## config.mk

```make
export PLATFORM = sky130hd
export DESIGN_NAME = dbus_sram_ctrl_flat
export DESIGN_NICKNAME = d
export VERILOG_FILES = /design/src/rtl/dbus_sram_ctrl_if.sv /design/src/rtl/dbus_sram_ctrl.sv /design/src/flat_wrapper.sv
export SDC_FILE = /design/constraint.sdc
export NUM_CORES = 1
export LEC_CHECK = 0
export CAP_MARGIN = 10
export CORE_AREA = 8 8 113 94
export DETAILED_ROUTE_END_ITERATION = 8
export DIE_AREA = 0 0 121 102
export PLACE_DENSITY = 0.89
export SLEW_MARGIN = 20
export SYNTH_ARGS = -nofsm -noshare
export SYNTH_HDL_FRONTEND = slang
export SYNTH_SLANG_ARGS = --single-unit
```

## constraint.sdc

```tcl
create_clock -name clk -period 3.7 [get_ports clk]
set_input_delay 0.925 -clock clk [delete_from_list [all_inputs] [get_ports clk]]
set_output_delay 0.925 -clock clk [all_outputs]
set_load 0.02 [all_outputs]
```

## src/rtl/dbus_sram_ctrl_if.sv

```systemverilog
// CPU data-bus interface between the core's data port and the SRAM controller.
// master: the CPU side, drives the request and samples rddata/stall.
// slave : the controller side, samples the request and drives rddata/stall.
//   address    byte address
//   byteenable write byte lanes, bit0 = data[7:0]
//   read/write request strobes, held while stall=1
//   wrdata     write data, held with the request
//   rddata     read data register
//   stall      1 = request not yet complete
interface dbus_sram_ctrl_if;
  logic [31:0] address;
  logic [3:0]  byteenable;
  logic        read;
  logic        write;
  logic [31:0] wrdata;
  logic [31:0] rddata;
  logic        stall;

  modport master (
    output address, byteenable, read, write, wrdata,
    input  rddata, stall
  );

  modport slave (
    input  address, byteenable, read, write, wrdata,
    output rddata, stall
  );
endinterface

```

## src/rtl/dbus_sram_ctrl.sv

```systemverilog
// Data-bus slave that turns single-word CPU requests into multi-cycle
// accesses to one 32-bit async SRAM bank built from two 16-bit devices.
// The CPU is held with dbus.stall until each access completes.
// Ports:
//   clk, rst      clock, synchronous active-high reset
//   dbus          CPU data bus (slave modport)
//   sram_addr     word address to both devices
//   sram_data_o   write data to the pads, sram_data_oe enables the driver
//   sram_data_i   read data from the pads
//   sram_ce_n/oe_n/we_n  active-low chip, output and write enables
//   sram_be_n     active-low lane enables (LB_n/UB_n of both devices)
// Every pad output comes straight from a flop: the next-state logic computes
// the value for the state being entered and it is registered on the same
// edge as the state, so pads never glitch.
module dbus_sram_ctrl #(
  parameter int ADDR_WIDTH  = 20,
  parameter int WAIT_CYCLES = 2   // strobe width in cycles, 1..15
) (
  input  logic                  clk,
  input  logic                  rst,
  dbus_sram_ctrl_if.slave       dbus,
  output logic [ADDR_WIDTH-1:0] sram_addr,
  output logic [31:0]           sram_data_o,
  input  logic [31:0]           sram_data_i,
  output logic                  sram_data_oe,
  output logic                  sram_ce_n,
  output logic                  sram_oe_n,
  output logic                  sram_we_n,
  output logic [3:0]            sram_be_n
);
  localparam logic [3:0] WAIT_INIT = 4'(WAIT_CYCLES);

  typedef enum logic [2:0] {IDLE, RD, WR_SETUP, WR_PULSE, WR_HOLD, DONE} state_t;

  typedef struct packed {
    logic                  ce_n;
    logic                  oe_n;
    logic                  we_n;
    logic                  data_oe;
    logic [3:0]            be_n;
    logic [ADDR_WIDTH-1:0] addr;
    logic [31:0]           data;
  } pads_t;

  state_t      state, state_d;
  logic [3:0]  wcnt, wcnt_d;
  pads_t       pads_q, pads_d;
  logic [31:0] rddata_q;
  logic        rd_cap;
  logic        stall;

  always_ff @(posedge clk) begin
    if (rst) begin
      state          <= IDLE;
      wcnt           <= '0;
      rddata_q       <= '0;
      pads_q.ce_n    <= 1'b1;
      pads_q.oe_n    <= 1'b1;
      pads_q.we_n    <= 1'b1;
      pads_q.data_oe <= 1'b0;
      pads_q.be_n    <= 4'hF;
      pads_q.addr    <= '0;
      pads_q.data    <= '0;
    end else begin
      state  <= state_d;
      wcnt   <= wcnt_d;
      pads_q <= pads_d;
      if (rd_cap) rddata_q <= sram_data_i;
    end
  end

  always_comb begin
    state_d        = state;
    wcnt_d         = wcnt;
    rd_cap         = 1'b0;
    stall          = 1'b0;
    // address, data and lane enables hold unless a state below changes them;
    // the strobes default to inactive
    pads_d         = pads_q;
    pads_d.ce_n    = 1'b1;
    pads_d.oe_n    = 1'b1;
    pads_d.we_n    = 1'b1;
    pads_d.data_oe = 1'b0;
    unique case (state)
      IDLE: begin
        stall = dbus.read | dbus.write;
        if (dbus.write) begin
          // write wins over a simultaneous read
          state_d        = WR_SETUP;
          pads_d.addr    = dbus.address[ADDR_WIDTH+1:2];
          pads_d.data    = dbus.wrdata;
          pads_d.be_n    = ~dbus.byteenable;
          pads_d.ce_n    = 1'b0;
          pads_d.data_oe = 1'b1;
        end else if (dbus.read) begin
          state_d     = RD;
          wcnt_d      = WAIT_INIT;
          pads_d.addr = dbus.address[ADDR_WIDTH+1:2];
          pads_d.be_n = 4'h0;
          pads_d.ce_n = 1'b0;
          pads_d.oe_n = 1'b0;
        end
      end
      RD: begin
        stall  = 1'b1;
        wcnt_d = wcnt - 4'd1;
        if (wcnt == 4'd1) begin
          rd_cap      = 1'b1;
          state_d     = DONE;
          pads_d.be_n = 4'hF;
        end else begin
          pads_d.ce_n = 1'b0;
          pads_d.oe_n = 1'b0;
        end
      end
      WR_SETUP: begin
        stall          = 1'b1;
        wcnt_d         = WAIT_INIT;
        state_d        = WR_PULSE;
        pads_d.ce_n    = 1'b0;
        pads_d.data_oe = 1'b1;
        pads_d.we_n    = 1'b0;
      end
      WR_PULSE: begin
        stall          = 1'b1;
        wcnt_d         = wcnt - 4'd1;
        pads_d.ce_n    = 1'b0;
        pads_d.data_oe = 1'b1;
        // WE rises into WR_HOLD with address and data still driven
        if (wcnt == 4'd1) state_d = WR_HOLD;
        else              pads_d.we_n = 1'b0;
      end
      WR_HOLD: begin
        stall       = 1'b1;
        state_d     = DONE;
        pads_d.be_n = 4'hF;
      end
      DONE: begin
        // request lines still belong to the retiring access
        state_d = IDLE;
      end
      default: state_d = IDLE;
    endcase
  end

  assign dbus.stall   = stall;
  assign dbus.rddata  = rddata_q;
  assign sram_addr    = pads_q.addr;
  assign sram_data_o  = pads_q.data;
  assign sram_data_oe = pads_q.data_oe;
  assign sram_ce_n    = pads_q.ce_n;
  assign sram_oe_n    = pads_q.oe_n;
  assign sram_we_n    = pads_q.we_n;
  assign sram_be_n    = pads_q.be_n;
endmodule

```

## src/flat_wrapper.sv

```systemverilog
// flat-port wrapper written by rule: the top's interface ports become plain ports
module dbus_sram_ctrl_flat 
#(
  parameter int ADDR_WIDTH  = 20,
  parameter int WAIT_CYCLES = 2                                   
)
  (clk, rst, sram_addr, sram_data_o, sram_data_i, sram_data_oe, sram_ce_n, sram_oe_n, sram_we_n, sram_be_n, dbus_address, dbus_byteenable, dbus_read, dbus_write, dbus_wrdata, dbus_rddata, dbus_stall);
  dbus_sram_ctrl_if dbus_i ();
  input  logic clk;
  input  logic rst;
  output logic [ADDR_WIDTH-1:0] sram_addr;
  output logic [31:0] sram_data_o;
  input  logic [31:0] sram_data_i;
  output logic sram_data_oe;
  output logic sram_ce_n;
  output logic sram_oe_n;
  output logic sram_we_n;
  output logic [3:0] sram_be_n;
  input wire logic [$bits(dbus_i.address)-1:0] dbus_address;
  input wire logic [$bits(dbus_i.byteenable)-1:0] dbus_byteenable;
  input wire logic [$bits(dbus_i.read)-1:0] dbus_read;
  input wire logic [$bits(dbus_i.write)-1:0] dbus_write;
  input wire logic [$bits(dbus_i.wrdata)-1:0] dbus_wrdata;
  output wire logic [$bits(dbus_i.rddata)-1:0] dbus_rddata;
  output wire logic [$bits(dbus_i.stall)-1:0] dbus_stall;
  assign dbus_i.address = dbus_address;
  assign dbus_i.byteenable = dbus_byteenable;
  assign dbus_i.read = dbus_read;
  assign dbus_i.write = dbus_write;
  assign dbus_i.wrdata = dbus_wrdata;
  assign dbus_rddata = dbus_i.rddata;
  assign dbus_stall = dbus_i.stall;
  dbus_sram_ctrl #(.ADDR_WIDTH(ADDR_WIDTH), .WAIT_CYCLES(WAIT_CYCLES)) u_core (.clk(clk), .rst(rst), .dbus(dbus_i), .sram_addr(sram_addr), .sram_data_o(sram_data_o), .sram_data_i(sram_data_i), .sram_data_oe(sram_data_oe), .sram_ce_n(sram_ce_n), .sram_oe_n(sram_oe_n), .sram_we_n(sram_we_n), .sram_be_n(sram_be_n));
endmodule
```

==> impl_metrics.ini, run 1 <==
[clock_tree]
cts_root_buffer = clkbuf_8
clk_pin_slew_ns = 0.08
htree_num_levels = 3
cts_resized = 0
cts_sinks = 99
cts_made_buffers = 9
clockBufferDepth = 2
cts_setup_buffers = 0
cts_tree = built
hold_buffers = 0
insertion_delay_ns = 0.35

[setup_path]
start_kind = input port
worstPathMaxFanout = 3
worstPathRequired_ns = 2.77
critical_path_class = in -> out
critPathCaptureType = output pin
arrival_ns = 2.57

[global_routing]
antenna_found_initial = 0
grt_pass1_vias = 3646
grt_start_max_net_pins = 35
grt_usage_pct = 17.67
grt_overflow_total = 0
grt_first_pass_wirelength_mm = 17.80

[sta]
max_slew_margin_pct = 59.24
worstMarginPinSlew_ns = 0.6114
grt_setup_unrepaired = no
fmax_mhz = 286.2
setup_viol = 0
hold_viol = 0
period_needed_ns = 3.494
slew_viol_final = 0
fin_setup_tns_ns = 0
finalClockSkew_ns = 0.009308
post-route-period-util_pct = 94.44

[drt]
viasPerCell = 4.871
firstDrtPassIters = 4
drc = 0
drt_iter0_drc = 211
drtAntennaViolNets = 0
num_vias = 3629
drt_wl_total_mm = 11.09
wl_per_cell_um = 14.89

[floorplanning]
initial_core_util_pct = 40.83
die_h_um = 102
dieArea_um2 = 12340
design.core.area_um2 = 8805
die_w_um = 121
row_count = 31
io_pins = 197

[power]
p_leak_nw = 2.045
ir_worst_vdd_uv = 220.2
power_density_nw_per_um2 = 441.8

[yosys]
synthArstFlopShare_pct = 0
syn_nets = 561
ys_ff_latch = 99
avgSynthCellArea_um2 = 7.900
synthesis.area_um2 = 3595
ys.flop_type = dfxtp_1
synth_enable_flop_cells = 0
yosysSeqAreaShare_pct = 55.13
synth_cells = 455
yosysWarnings = 0
synth_cell_type_count = 27

[placement]
portBuffers = 184
hpwl_mm = 8.447
place_congestion = 0.7929
place_inst = 729

[finish]
num_antenna_cells = 0
fin_nets = 731
drive_gt1_share_pct = 4.286
final_util_pct = 65.06
final_cell_count_no_fill = 745
area_growth_pct = 59.35

[job]
max_cap_viol_count = 0

[outcome]
status = finished, final reports clean

[hold_path]
hp-class = reg -> reg
[cell families after synthesis]
group / share of synthesized area (%)
buffers and inverters: 4.142
and+or+nand+nor: 23.84
muxes: 0.2785
AOI/OAI and AO/OA: 15.66
DFF: 55.13
adders and majority gates: 0.6960
xor gates and xnor gates: 0.2437
[cells in the mapped netlist (2+ instances only)]
library cell	number	area, um2
buf_2	8	40.04
dfxtp_1	99	1982
a21oi_1	90	450.4
ha_1	2	25.02
nand3_1	4	20.02
inv_1	4	15.01
nor3_1	7	35.03
nor2b_1	2	12.51
clkbuf_1	25	93.84
o21ai_0	6	30.03
nand2_1	171	641.9
nand2b_1	6	37.54
a31oi_1	4	25.02
nor2_1	14	52.55
[cells in the final DEF, fill, tap and decap left out, types with 2 or more instances in the layout]
cell type          n
dfxtp_1           99
nand3_1            4
nor2_1            14
nor2b_1            2
bufinv_16          2
nand2_1          171
inv_1              4
buf_4              8
clkinvlp_4         2
nor3_1             7
clkbuf_8          10
clkdlybuf4s50_1  183
o21ai_0            5
a21oi_1           90
ha_1               2
a31oi_1            4
nand2b_1           6
[layer usage]
layer	vias up	wire (um)	GRT usage (%)
met5	-	0	0
met1	1665	4423	18.95
met3	23	1046	6.847
met4	0	271	7.471
li1	1816	-	-
met2	125	5352	30.66
[worst paths after layout]
check | startpoint | end | slack [ns] | cells past startpoint
worst min register to register | u_core.dbus.rddata[12] | u_core.dbus.rddata[12] | 0.46 | 2
worst min-delay path | u_core.dbus.rddata[12] | u_core.dbus.rddata[12] | 0.46 | 2
worst max register to register | u_core.state[2] | u_core.sram_addr[3] | 1.81 | 5
worst max-delay path | dbus_read | dbus_stall | 0.21 | 6
[sequential cells by signal, indices dropped and copies added (netlist names)]
| name | flops |
|---|---|
| u_core.sram_oe_n | 1 |
| u_core.sram_we_n | 1 |
| u_core.sram_ce_n | 1 |
| u_core.sram_be_n | 4 |
| u_core.sram_addr | 20 |
| u_core.state | 3 |
| u_core.dbus.rddata | 32 |
| u_core.wcnt | 4 |
| u_core.sram_data_oe | 1 |
| u_core.sram_data_o | 32 |
[cell type report]
| class | instances | area (um2) |
|---|---|---|
| clock buffer | 11 | 141.4 |
| tap | 115 | 143.9 |
| clock inverter | 5 | 83.83 |
| sequential | 99 | 1982 |
| timing repair buffer | 192 | 1897 |
| inverter | 4 | 15.01 |
| multi-input combinational | 319 | 1465 |
| fill | 745 | 3077 |
[where the power goes]
group	leakage, nW	internal (mW)	switching [mW]
combinational	1.13	0.280	0.292
clock	0.106	0.402	0.362
sequential	0.808	1.14	0.0504
total	2.04	1.83	0.705
[through the flow]
stage / hold WS (ns) / power, mW / worst slack [ns] / instance area, um2
after global placement: 0.4405 / 1.773 / 0.2171 / 5502
after detailed placement: 0.4471 / 1.795 / 0.2182 / 5502
final: 0.4557 / 2.531 / 0.2058 / 5728
after floorplan: 0.4856 / 1.500 / 0.9842 / 3595
after CTS: 0.4594 / 2.567 / 0.2152 / 5727
after global routing: 0.4743 / 2.664 / 0.07386 / 5728
[critical path, stage by stage]
cell             delay (ns)
clkdlybuf4s50_1        0.44
nor2_1                 0.27
nand2_1                0.13
nor2_1                 0.15
a21oi_1                0.06
clkdlybuf4s50_1        0.59
Note: power is estimated with default switching activity, not from simulation.
==> run 2: changes to the inputs <==
--- a/config.mk
+++ b/config.mk
@@ -5,11 +5,12 @@
 export SDC_FILE = /design/constraint.sdc
 export NUM_CORES = 1
 export LEC_CHECK = 0
+export ABC_AREA = 1
 export CAP_MARGIN = 10
-export CORE_AREA = 8 8 113 94
+export CORE_AREA = 8 8 116 97
 export DETAILED_ROUTE_END_ITERATION = 8
-export DIE_AREA = 0 0 121 102
-export PLACE_DENSITY = 0.89
+export DIE_AREA = 0 0 124 105
+export PLACE_DENSITY = 0.88
 export SLEW_MARGIN = 20
 export SYNTH_ARGS = -nofsm -noshare
 export SYNTH_HDL_FRONTEND = slang
==> run 2 against run 1 <==
Largest cell class unchanged. Critical path type unchanged. Combinational power is 78% higher. Fmax is 4.0% higher. Highest routed layer unchanged. Die area is 5.5% higher. Critical path depth stayed put. Sequential share of layout area is 1.6 points lower. Register-to-register slack worse by 0.32 ns.
==> impl_metrics.ini, run 2 <==
[yosys]
synthArstFlopShare_pct = 0
synthesis.area_um2 = 3886
synth_cells = 473
ys_ff_latch = 99
ys.flop_type = dfxtp_1
synthTopCellsByCount = dfxtp_1, nand2_1, nand3_1, a21oi_1, nor2_1
syn_nets = 579
synth_area_leaders = dfxtp_1, nand3_1, a21oi_1, nand2_1, nor2_2
yosysWarnings = 0
synth_cell_type_count = 27
yosysSeqAreaShare_pct = 51.00
avgSynthCellArea_um2 = 8.216
synth_top_area_share_pct = 51.00
synth_enable_flop_cells = 0
synth_top_cell_by_area = dfxtp_1
synth.most_common_cell = dfxtp_1

[outcome]
status = finished, final reports clean

[sta]
slew_viol_final = 0
fmax_mhz = 297.7
post-route-period-util_pct = 90.78
finalClockSkew_ns = 0.004775
max_slew_margin_pct = 33.26
hold_viol = 0
grt_setup_unrepaired = no
period_needed_ns = 3.359
worstMarginPinSlew_ns = 0.9950
fin_setup_tns_ns = 0
hold_slack_ns = 0.4613
setup_viol = 0

[drt]
num_vias = 3819
drtAntennaViolNets = 0
drc = 0
firstDrtPassIters = 4
drt_wl_total_mm = 12.25
wl_per_cell_um = 16.02
viasPerCell = 4.992
drt_iter0_drc = 182

[clock_tree]
cts_sinks = 99
insertion_delay_ns = 0.33
hold_buffers = 0
cts_root_buffer = clkbuf_16
htree_num_levels = 3
clockBufferDepth = 2
cts_tree = built
cts_made_buffers = 9
cts_setup_buffers = 0
cts_resized = 0
clk_pin_slew_ns = 0.07

[global_routing]
antenna_found_initial = 1
grt_first_pass_wirelength_mm = 19.55
grt_overflow_total = 0
grt_usage_pct = 18.46
met3_usage_pct = 8.338
gr-usage-met1_pct = 20.88
gr-max-usage-layer = met2
grt_pass1_vias = 3917
grt_start_max_net_pins = 58
grt.met2_usage_pct = 30.03

[finish]
nFillCells = 767
area_growth_pct = 54.31
final_common_cell = clkdlybuf4s50_1
multiInputGateArea_um2 = 1624
drive_gt1_share_pct = 11.01
fin_nets = 746
mostFrequentLayoutCells = clkdlybuf4s50_1, dfxtp_1, nand2_1, nand3_1, a21oi_1
ff_latch_area_um2 = 1982

[setup_path]
reg2reg_from = u_core.state[1]
worstPathMaxFanout = 9
reg2reg_depth = 7
worstPathRequired_ns = 2.77
critPathCaptureType = output pin
max_stage_delay_ns = 0.60
crit_path_cell_trace = clkdlybuf4s50_1 > inv_1 > nand3_2 > nand2_1 > inv_1 > clkdlybuf4s50_1
reg2reg_to = u_core.sram_addr[3]
start_kind = input port
reg2reg_slack_ns = 1.49
critical_path_class = in -> out
cpMaxStageDelayCell = clkdlybuf4s50_1
arrival_ns = 2.43

[power]
swShare_pct = 32.49
p_int_mw = 2.211
p_clk_share_pct = 29.4
combPwrFrac_pct = 31.2
totalPowerFinal_mw = 3.276
p_sw_mw = 1.064
power_density_nw_per_um2 = 546.2
seqPwrFrac_pct = 39.3
ir_worst_vdd_uv = 284.7
p_leak_nw = 2.225

[job]
max_cap_viol_count = 0

[floorplanning]
die_h_um = 105
die_w_um = 124
design.core.area_um2 = 9369
io_pins = 197
row_count = 32
dieArea_um2 = 13020
initial_core_util_pct = 41.48

[hold_path]
hold_depth = 2
holdCritStartpoint = u_core.sram_be_n[2]
hp-class = reg -> reg
holdPathEnd = u_core.sram_be_n[2]

[placement]
hpwl_mm = 8.915
portBuffers = 184
place_congestion = 0.8147
[run 2: changes by cell type after synthesis, moves of 5 or more]
| cell | before | now |
|---|---|---|
| a21oi_1 | 90 | 58 |
| nand3_1 | 4 | 70 |
| inv_1 | 4 | 9 |
| clkbuf_1 | 25 | 13 |
| nand2_1 | 171 | 76 |
| nand2b_1 | 6 | 0 |
| buf_4 | 0 | 5 |
| nor3_1 | 7 | 1 |
| nor2_2 | 0 | 31 |
| o21ai_1 | 0 | 29 |
| nor2_1 | 14 | 36 |
[run 2: how the worst max path moves through the flow]
stage                     cells past startpoint         end  startpoint
after floorplan                               5  dbus_stall  dbus_write
after global placement                        6  dbus_stall  dbus_write
after detailed placement                      6  dbus_stall  dbus_write
after CTS                                     6  dbus_stall  dbus_write
after global routing                          6  dbus_stall  dbus_write
final                                         6  dbus_stall  dbus_write
[run 2: layout make-up]
type | count | share of cell area [%]
Timing Repair Buffer | 188 | 31.13
Clock buffer | 11 | 4.214
Inverter | 14 | 1.001
Sequential cell | 99 | 33.05
Clock inverter | 5 | 1.001
Antenna cell | 1 | 0.04173
Multi-Input combinational cell | 328 | 27.08
Tap cell | 119 | 2.483
[run 2: power by group through the flow]
stage          clock, mW  combinational [mW]  sequential, mW
2_1_floorplan          0               0.464            1.45
3_5_place_dp           0                1.03            1.31
3_3_place_gp           0               0.991            1.30
4_1_cts            0.986                1.03            1.29
6_report           0.964                1.02            1.29
5_1_grt             1.03                1.11            1.30
[run 2: critical path: cells and delay by family]
kind	cells	cell delay, ns
buffers and inverters	4	1.24
AND/OR/NAND/NOR	2	0.27
[run 2: logic make-up (layout without fill, tap and decap cells)]
family,count (synthesis),after routing,synth area share [%]
AND/OR/NAND/NOR,230,230,28.72
flip-flops,99,99,51.00
AO/OA/AOI/OAI,96,96,12.43
buffers and inverters,46,218,7.212
adder cells (fa/ha/maj),2,2,0.6438
other,0,1,0
[run 2: metrics by stage]
stage | setup slack (ns) | area (um2) | util (%) | cells
2_1_floorplan | 1.236 | 3886 | - | 473
3_3_place_gp | 0.3736 | 5682 | 60.64 | 748
3_5_place_dp | 0.3482 | 5682 | 60.64 | 748
4_1_cts | 0.3469 | 5995 | 63.98 | 764
5_1_grt | 0.2621 | 5997 | 64.01 | 765
6_report | 0.3410 | 5997 | 64.01 | 765
[run 2: per-layer routing]
layer | vias up | routed length [um]
met5 | - | 0
met4 | 0 | 122
met3 | 11 | 1435
met2 | 157 | 5639
met1 | 1758 | 5056
li1 | 1893 | -
==> run 3: changes to the inputs <==
--- a/config.mk
+++ b/config.mk
@@ -10,7 +10,9 @@
 export CORE_AREA = 8 8 116 97
 export DETAILED_ROUTE_END_ITERATION = 8
 export DIE_AREA = 0 0 124 105
+export HOLD_SLACK_MARGIN = 0.02
 export PLACE_DENSITY = 0.88
+export RECOVER_POWER = 100
 export SLEW_MARGIN = 20
 export SYNTH_ARGS = -nofsm -noshare
 export SYNTH_HDL_FRONTEND = slang
==> run 3 against run 2 <==
Sequential share of layout area is 0.083 points higher. Utilization shrank 0.16 points. Worst hold slack lost 0.0053 ns. Non-clock buffer count is the same. Die area unchanged. Clock skew barely moved. Sequential power is essentially flat. Register-to-register slack lost 0.40 ns. Critical endpoint unchanged. Cell area is 0.25% lower. Combinational power decreased by 5%.
==> impl_metrics.ini, run 3 (synthesis results as in run 2) <==
[floorplanning]
die_w_um = 124
initial_core_util_pct = 41.48
die_h_um = 105
row_count = 32
io_pins = 197
dieArea_um2 = 13020
design.core.area_um2 = 9369

[finish]
multiInputGateArea_um2 = 1617
fin_nets = 746
ff_latch_area_um2 = 1982
final_common_cell = dfxtp_1
area_growth_pct = 53.93
nFillCells = 773
mostFrequentLayoutCells = dfxtp_1, dlygate4sd3_1, clkdlybuf4s50_1, nand2_1, nand3_1
drive_gt1_share_pct = 10.54
final_util_pct = 63.85

[global_routing]
grt_start_max_net_pins = 58
antenna_found_initial = 1
grt_pass1_vias = 3917
grt_overflow_total = 0
grt_usage_pct = 18.46
grt_first_pass_wirelength_mm = 19.55

[setup_path]
reg2reg_depth = 6
worstPathRequired_ns = 2.77
cpMaxStageDelayCell = dlygate4sd3_1
crit_path_cell_trace = dlygate4sd3_1 > inv_1 > nand3_2 > nand2_1 > inv_1 > clkdlybuf4s50_1
reg2reg_slack_ns = 1.09
cpMostUsedCell = inv_1
critical_path_class = in -> out
start_kind = input port
worstPathMaxFanout = 9
max_stage_delay_ns = 0.56
reg2reg_from = u_core.state[1]
arrival_ns = 2.54
reg2reg_to = u_core.sram_data_oe
critPathCaptureType = output pin

[power]
p_leak_nw = 2.469
p_sw_mw = 1.055
power_density_nw_per_um2 = 538.5
combPwrFrac_pct = 30.2
p_clk_share_pct = 29.9
seqPwrFrac_pct = 39.8
ir_worst_vdd_uv = 284.2
swShare_pct = 32.76
p_int_mw = 2.166

[clock_tree]
cts_setup_buffers = 0
cts_resized = 0
hold_buffers = 0
htree_num_levels = 3
cts_tree = built
clockBufferDepth = 2
cts_made_buffers = 9
clk_pin_slew_ns = 0.07
cts_root_buffer = clkbuf_16
insertion_delay_ns = 0.33
cts_sinks = 99

[placement]
portBuffers = 184
place_congestion = 0.8147
hpwl_mm = 8.915

[sta]
post-route-period-util_pct = 93.54
fin_setup_tns_ns = 0
hold_viol = 0
max_slew_margin_pct = 19.41
setup_viol = 0
fmax_mhz = 288.9
finalClockSkew_ns = 0.004628
period_needed_ns = 3.461
slew_viol_final = 0
worstMarginPinSlew_ns = 1.206
grt_setup_unrepaired = no

[drt]
drt_wl_total_mm = 12.27
drc = 0
wl_per_cell_um = 16.04
drt_iter0_drc = 175
viasPerCell = 5.014
firstDrtPassIters = 4
drtAntennaViolNets = 0
num_vias = 3836

[hold_path]
holdCritStartpoint = u_core.sram_be_n[2]
hold_depth = 2
holdPathEnd = u_core.sram_be_n[2]
hp-class = reg -> reg

[job]
max_cap_viol_count = 0

[outcome]
status = finished, final reports clean
## run 3: cell types whose count changed in the layout (fill, tap and decap cells not counted), sizes merged
cell and delta:
dlygate4sd3 +93, clkdlybuf4s50 -93, clkbuf +3, buf -3
## run 3: how the worst max path moves through the flow
stage / startpoint / endpoint / slack [ns] / depth (start not counted)
2_1_floorplan: dbus_write / dbus_stall / 1.24 / 5
3_5_place_dp: dbus_write / dbus_stall / 0.35 / 6
3_3_place_gp: dbus_write / dbus_stall / 0.37 / 6
4_1_cts: dbus_write / dbus_stall / 0.35 / 6
6_report: dbus_write / dbus_stall / 0.24 / 6
5_1_grt: dbus_write / dbus_stall / 0.14 / 6
## run 3: per-layer routing
metal  vias to the layer above  wire length [um]  global-route usage [%]
li1                       1895                 -                       -
met1                      1773              5044                   20.88
met2                       160              5679                   30.03
met3                         8              1447                   8.338
met4                         0               101                   6.446
met5                         -                 0                       0
## run 3: layout make-up
| cell class | count | share of cell area, % |
|---|---|---|
| flip-flops and latches | 99 | 33.13 |
| multi-input cells | 328 | 27.02 |
| clock inverters | 5 | 1.004 |
| clock buffers | 11 | 4.225 |
| diodes | 1 | 0.04183 |
| inverters | 14 | 1.004 |
| repair buffers | 188 | 31.08 |
| well taps | 119 | 2.489 |
## run 3: worst max-delay path: cells and delay by family
family | cells | cell delay, ns
buf+inv | 4 | 1.28
simple gates | 2 | 0.33
## run 3: power by group through the flow
stage | sequential (mW) | combinational (mW) | clock, mW
finish | 1.28 | 0.974 | 0.965
global route | 1.30 | 1.06 | 1.03
global placement | 1.30 | 0.991 | 0
CTS | 1.29 | 1.03 | 0.986
detailed placement | 1.31 | 1.03 | 0
floorplan | 1.45 | 0.464 | 0
## run 3: metrics by stage
stage / instances / setup WS, ns / hold slack (ns) / total power [mW] / area, um2
floorplan: 473 / 1.236 / 0.4576 / 1.912 / 3886
global placement: 748 / 0.3736 / 0.4464 / 2.293 / 5682
detailed placement: 748 / 0.3482 / 0.4477 / 2.335 / 5682
CTS: 764 / 0.3469 / 0.4650 / 3.303 / 5995
global route: 765 / 0.1389 / 0.4753 / 3.387 / 5982
finish: 765 / 0.2390 / 0.4560 / 3.221 / 5982
